--- src/rtl/mibench_dot16_acc.sv ---
// Streaming signed 16-bit dot product with an external truncating multiplier.
// Operands are registered toward the multiplier and accumulated one cycle later.
module mibench_dot16_acc #(
  parameter int unsigned ACC_WIDTH = 32,
  parameter int unsigned LEN_WIDTH = 16
) (
  input  logic                 ap_clk,
  input  logic                 ap_rst_n,
  input  logic                 ap_start,
  input  logic [LEN_WIDTH-1:0] len,
  output logic                 ap_idle,
  output logic                 ap_done,
  output logic                 ap_ready,
  input  logic [15:0]          in_a,
  input  logic [15:0]          in_b,
  input  logic                 in_valid,
  output logic                 in_ready,
  output logic [15:0]          mul_din0,
  output logic [15:0]          mul_din1,
  input  logic [15:0]          mul_dout,
  output logic [ACC_WIDTH-1:0] result
);

  typedef enum logic [1:0] {StIdle, StRun, StDrain, StDone} state_e;

  state_e               state_q, state_d;
  logic [LEN_WIDTH-1:0] len_q, len_d;
  logic [LEN_WIDTH-1:0] count_q, count_d;
  logic                 op_vld_q, op_vld_d;
  logic [15:0]          din0_q, din0_d;
  logic [15:0]          din1_q, din1_d;
  logic [ACC_WIDTH-1:0] acc_q, acc_d;
  logic [ACC_WIDTH-1:0] result_q, result_d;
  logic [ACC_WIDTH-1:0] prod_ext;
  logic [ACC_WIDTH-1:0] acc_sum;
  logic                 xfer;

  // Product is already truncated to 16 bits; only sign-extend it.
  assign prod_ext = ACC_WIDTH'($signed(mul_dout));
  assign acc_sum  = op_vld_q ? acc_q + prod_ext : acc_q;

  assign mul_din0 = din0_q;
  assign mul_din1 = din1_q;
  assign result   = result_q;

  always_comb begin
    state_d  = state_q;
    len_d    = len_q;
    count_d  = count_q;
    op_vld_d = 1'b0;
    din0_d   = din0_q;
    din1_d   = din1_q;
    acc_d    = acc_sum;
    result_d = result_q;

    ap_idle  = (state_q == StIdle);
    ap_done  = (state_q == StDone);
    ap_ready = ap_done;
    in_ready = (state_q == StRun) && (count_q < len_q);
    xfer     = in_valid && in_ready;

    unique case (state_q)
      StIdle: begin
        if (ap_start) begin
          len_d   = len;
          count_d = '0;
          acc_d   = '0;
          if (len == '0) begin
            result_d = '0;
            state_d  = StDone;
          end else begin
            state_d = StRun;
          end
        end
      end
      StRun: begin
        if (xfer) begin
          din0_d   = in_a;
          din1_d   = in_b;
          op_vld_d = 1'b1;
          count_d  = count_q + 1'b1;
          if (count_d == len_q) state_d = StDrain;
        end
      end
      StDrain: begin
        result_d = acc_sum;
        state_d  = StDone;
      end
      StDone: state_d = StIdle;
      default: state_d = StIdle;
    endcase
  end

  always_ff @(posedge ap_clk or negedge ap_rst_n) begin
    if (!ap_rst_n) begin
      state_q  <= StIdle;
      len_q    <= '0;
      count_q  <= '0;
      op_vld_q <= 1'b0;
      din0_q   <= '0;
      din1_q   <= '0;
      acc_q    <= '0;
      result_q <= '0;
    end else begin
      state_q  <= state_d;
      len_q    <= len_d;
      count_q  <= count_d;
      op_vld_q <= op_vld_d;
      din0_q   <= din0_d;
      din1_q   <= din1_d;
      acc_q    <= acc_d;
      result_q <= result_d;
    end
  end

endmodule

--- config.mk ---
export PLATFORM = sky130hd
export DESIGN_NAME = mibench_dot16_acc
export DESIGN_NICKNAME = d
export VERILOG_FILES = /design/src/rtl/mibench_dot16_acc.sv
export SDC_FILE = /design/constraint.sdc
export NUM_CORES = 1
export LEC_CHECK = 0
export BUFFER_PORTS_ARGS = -buffer_cell sky130_fd_sc_hd__buf_2
export CAP_MARGIN = 40
export CORE_ASPECT_RATIO = 0.8
export CORE_MARGIN = 1.5
export CORE_UTILIZATION = 60
export CTS_CLUSTER_DIAMETER = 80
export CTS_CLUSTER_SIZE = 25
export DETAILED_ROUTE_END_ITERATION = 8
export PLACE_DENSITY = 0.86
export SLEW_MARGIN = 20
export SYNTH_ARGS = -nofsm -noshare
export SYNTH_HDL_FRONTEND = slang
export SYNTH_SLANG_ARGS = --single-unit
export TNS_END_PERCENT = 100
--- constraint.sdc ---
create_clock -name ap_clk -period 7.2 [get_ports ap_clk]
set_input_delay 0 -clock ap_clk [delete_from_list [all_inputs] [get_ports ap_clk]]
set_output_delay 0 -clock ap_clk [all_outputs]
set_load 0.01 [all_outputs]
Yosys cells after proc, flatten, opt, wreduce, memory -nomap -nowiden
Cells that the tools add are included.

word-level totals
  register bits = 131
  input bits = 68
  word-level logic and storage cells = 46

operators by class
  add/sub/neg operators = 2
  $lt $le $gt $ge = 1
  eq/ne operators = 8
  multiplexer cells = 16
  reductions and logical operators = 11

operators by type and width
  kind                                                                      count
  32-bit 2-to-1 mux                                                         5
  32-bit case mux with 2 select lines                                       1
  32-bit adder                                                              1
  16-bit 2-to-1 mux                                                         2
  16-bit case mux with 2 select lines                                       1
  16-bit by 1-bit adder with 16-bit output (second input constant)          1
  16-bit equality test                                                      1
  16-bit logical NOT                                                        1
  16-bit < comparator                                                       1
  3-bit AND reduction                                                       3
  2-bit 2-to-1 mux                                                          4
  2-bit case mux with 4 select lines                                        1
  2-bit equality test (second input constant)                               2
  2-bit by 1-bit inequality test with 1-bit output (second input constant)  2
  2-bit inequality test (second input constant)                             2
  2-bit AND reduction                                                       2
  2-bit nonzero test                                                        2
  2-bit by 1-bit equality test with 1-bit output (second input constant)    1
  1-bit logical AND                                                         2
  2-bit logical NOT                                                         1
  1-bit 2-to-1 mux                                                          2

Longest topological paths before layout
  depth in word-level cells = 5
  mapped depth = 13
  mapped depth without buffers = 12

Worst setup path after synthesis
No wires, ideal clock.

  path type = flip-flop to flip-flop
  from = register len_q[9]
  to = register state_q[0]
  library setup time = 79 ps
  data arrival time = 2822 ps
  data required time = 7121 ps
  setup slack = 4298 ps
  cell stages (with the launch flop) = 12
  path through = dfrtp_1 inv_1 ha_1 a21o_1 a21oi_1 nor2b_1 or4_1 o31ai_1 o21ai_1 or4_1 a21oi_2 mux2i_1

between the ends
  word-level cells in the longest chain between the ends = 5

RTL lines
  item                             line  source
  start: declaration               27    logic [LEN_WIDTH-1:0] len_q, len_d;
  start signal: assignment         106   len_q <= len_d;
  16-bit < comparator              59    in_ready = (state_q == StRun) && (count_q < len_q);
  1-bit logical AND                59
  1-bit logical AND                60    xfer = in_valid && in_ready;
  2-bit inequality test (no line)  -
  3-bit AND reduction (no line) *  -
  end signal: assignment           96    state_q <= StIdle;
  end signal: assignment           105   state_q <= state_d;
  end: declaration                 26    state_e state_q, state_d;

Every way passes the cells marked *; elsewhere a longest branch is shown, timed or not.
A chain may end at the register's enable or synchronous reset.

Worst setup path after layout
  from = register count_q[9]
  to = register count_q[15]

between the ends
  word-level cells in the longest chain between the ends = 5

RTL lines
  item                             line  source
  start: declaration               28    logic [LEN_WIDTH-1:0] count_q, count_d;
  start signal: assignment         107   count_q <= count_d;
  16-bit < comparator              59
  1-bit logical AND                59
  1-bit logical AND                60
  2-bit inequality test (no line)  -
  3-bit AND reduction (no line)    -

Parallel ways exist; a longest one is shown, timed or not. The select of a mux whose other input is x is not followed.

==> results.json <==
{
  "skew_ns": 0.0101,
  "overflow": 0,
  "ys.flop_type": "dfrtp_1",
  "clock_path_buffers": 2,
  "ir_worst_vdd_mv": 0.244,
  "yosys-top-cells-count": "179 x nand2_1, 131 x dfrtp_1, 79 x o21ai_0",
  "final.setup.tns_ns": 0,
  "crit_fanout": 51,
  "power.density_nw_per_um2": 399,
  "ios": 136,
  "cts_buffers": 17,
  "hold_path_class": "in2reg",
  "syn_to_final_growth_pct": 24.7,
  "synth_nets": 998,
  "synth.avg_cell_area_um2": 8.90,
  "clock.fmax_ghz": 0.242,
  "rsz0062_at_grt": "false",
  "status": "completed",
  "path_class": "reg2reg",
  "synthCells": 877,
  "synth_cell_types": 63,
  "synth.cell_area_um2": 7810,
  "io_buffers": 135,
  "synth_top_cell_by_area": "dfrtp_1",
  "cts_num_sinks": 131,
  "dp_hpwl_mm": 13.6,
  "avgViaCountPerCell": 5.90,
  "end_kind": "flip-flop",
  "antenna_found_initial": 0,
  "setup_viol": 0,
  "die_area_um2": 13700,
  "tightest_slew_ns": 0.805,
  "maxCapViolCount": 0,
  "yosys_warnings": 0,
  "startpoint_type": "flip-flop",
  "cellLeakagePower_nw": 4.82,
  "nets": 1167,
  "cts_resized": 0,
  "synth_seq_cells": 131,
  "cts_tree": "built",
  "synth_most_common_cell": "nand2_1",
  "drt-total-wl_mm": 21.3,
  "grt_first_pass_wirelength_mm": 34.8,
  "power.share.combinational_pct": 46.2,
  "postRouteAntennaNets": 0,
  "clk_latency_ns": 0.43,
  "power_frac_seq_pct": 31.4,
  "drive_gt1_share_pct": 18.1,
  "htree_levels": 4,
  "die_width_um": 131,
  "dp_cells": 1153,
  "seq_area_frac_synth_pct": 42.0,
  "maxSlewHeadroom_pct": 45.9,
  "place.gp.congestion": 0.896,
  "p_clk_share_pct": 22.5,
  "hold_violations": 0,
  "finalPower_w": 0.00389,
  "globalRouteTotalUtil_pct": 32.3,
  "num_rows": 37,
  "dieHeight_um": 105,
  "switching_share_pct": 41.7,
  "first_pass_iters": 7,
  "p_sw_w": 0.00162,
  "fin_crit_ns": 4.12,
  "grt_max_degree": 60,
  "path_clk_slew_ns": 0.06,
  "internal_power_w": 0.00227,
  "synthTopCellsByArea": "dfrtp_1 42%, nand2_1 8.6%, ha_1 8.3%",
  "timing.final.crit_share_pct": 57.3,
  "diodes": 0,
  "synth_enable_flop_cells": 0,
  "final-instance-count-excl-fill": 1234,
  "initial_core_util_pct": 61.1,
  "wl_per_cell_um": 17.2,
  "hold_depth": 4,
  "vias": 7278,
  "grt_pass1_vias": 7211,
  "first_iter_violations": 458,
  "cp.arrival_ns": 4.49,
  "core-area_um2": 12800,
  "async_flop_share_pct": 100,
  "holdWs_ns": 0.00690,
  "drc_errors": 0,
  "clock_tree.root_cell": "clkbuf_16",
  "drv_slew": 0,
  "r2r_cells": 12,
  "required_ns": 7.56,
  "yosysTopAreaCellShare_pct": 42.0
}
[state kept, by name, indices dropped and copies added, names as in the netlist, named ones only]
register and count:
mul_din0 16, len_q 16, op_vld_q 1, acc_q 31, mul_din1 16, state_q 2
result 32, count_q 16
[power groups by stage]
stage,clock network (W),registers [W],logic (W)
2_1_floorplan,0,0.00125,0.00115
3_5_place_dp,0,0.00121,0.00172
3_3_place_gp,0,0.00122,0.00161
6_report,0.000874,0.00122,0.00179
5_1_grt,0.000912,0.00125,0.00199
4_1_cts,0.000880,0.00121,0.00176
[metal layers]
layer  part of all wire, %  routed length [µm]  vias to the layer above  GRT usage (%)
met5                     0                   0                        -              0
met4                   2.0                 433                        0           9.89
met3                   9.7                2050                       47           9.11
met2                    45                9530                      397           50.1
met1                    43                9230                     3442           44.0
li1                      -                   -                     3392              -
[repair_timing]
item / in CTS / in global routing
hold buffers: 49 / 0
setup buffers: 0 / 0
hold endpoints to repair: 103 / 0
[stage by stage]
stage	setup WS (ns)	util, %	area [µm²]
after global routing	2.83	76.2	9740
after floorplan	4.30	-	7810
final	3.08	76.2	9740
after detailed placement	3.20	67.7	8650
after CTS	3.18	76.2	9740
after global placement	2.87	66.9	8550
[kinds of logic after synthesis]
kind of cell / count (synthesis) / synth area share (%)
AO/OA/AOI/OAI: 217 / 17.5
flip-flops: 131 / 42.0
multiplexers: 35 / 4.54
adder cells (fa/ha/maj): 53 / 8.59
buffers and inverters: 76 / 4.28
XOR/XNOR: 49 / 5.50
AND/OR/NAND/NOR: 316 / 17.6
[layout make-up]
| class | count | area (µm²) |
|---|---|---|
| tap | 175 | 219 |
| fill | 851 | 3040 |
| inverter | 31 | 116 |
| multi-input combinational | 670 | 4210 |
| clock inverter | 12 | 148 |
| sequential | 131 | 3280 |
| clock buffer | 20 | 447 |
| timing repair buffer | 195 | 1320 |
[critical path: stages, from the launching register on]
cell and delay, ns:
dfrtp_1 0.48, ha_1 0.34, a21o_1 0.17, a21oi_1 0.18
nor2b_1 0.08, or4_1 0.46, o31ai_1 0.46, o21ai_4 0.07
buf_4 0.30, inv_1 0.54, o21ai_1 0.45, o31ai_1 0.36
a22o_1 0.17
[cell usage in the layout (no fill, tap or decap), types with 5 or more instances in the layout]
master,count
o21a_1,6
dfrtp_1,130
o31ai_1,16
nor2b_1,5
nor3_1,7
buf_2,134
o21ai_0,79
a22o_1,12
and3_1,5
ha_1,52
nand4_1,7
nand2b_1,7
nand3_1,17
clkbuf_16,17
o21bai_1,9
xor2_1,15
nor2_1,64
dlygate4sd3_1,49
a21oi_1,36
mux2i_1,32
a21o_1,17
inv_1,30
buf_4,6
a211oi_1,5
xnor2_1,34
nand2_1,179
[path summary, 6_finish.rpt]
path	startpoint	end	slack [ns]
worst max-delay path	count_q[9]$_DFFE_PN0P_	count_q[15]$_DFFE_PN0P_	3.08
max in group asynchronous	ap_rst_n	mul_din0[10]$_DFFE_PN0P_	6.08
worst min register to register	result[4]$_DFFE_PN0P_	result[4]$_DFFE_PN0P_	0.47
worst max register to register	count_q[9]$_DFFE_PN0P_	count_q[15]$_DFFE_PN0P_	3.08
min in group asynchronous	ap_rst_n	result[0]$_DFFE_PN0P_	0.11
worst min-delay path	mul_dout[0]	acc_q[0]$_DFF_PN0_	0.007
Power figures use the tool's default switching activity.
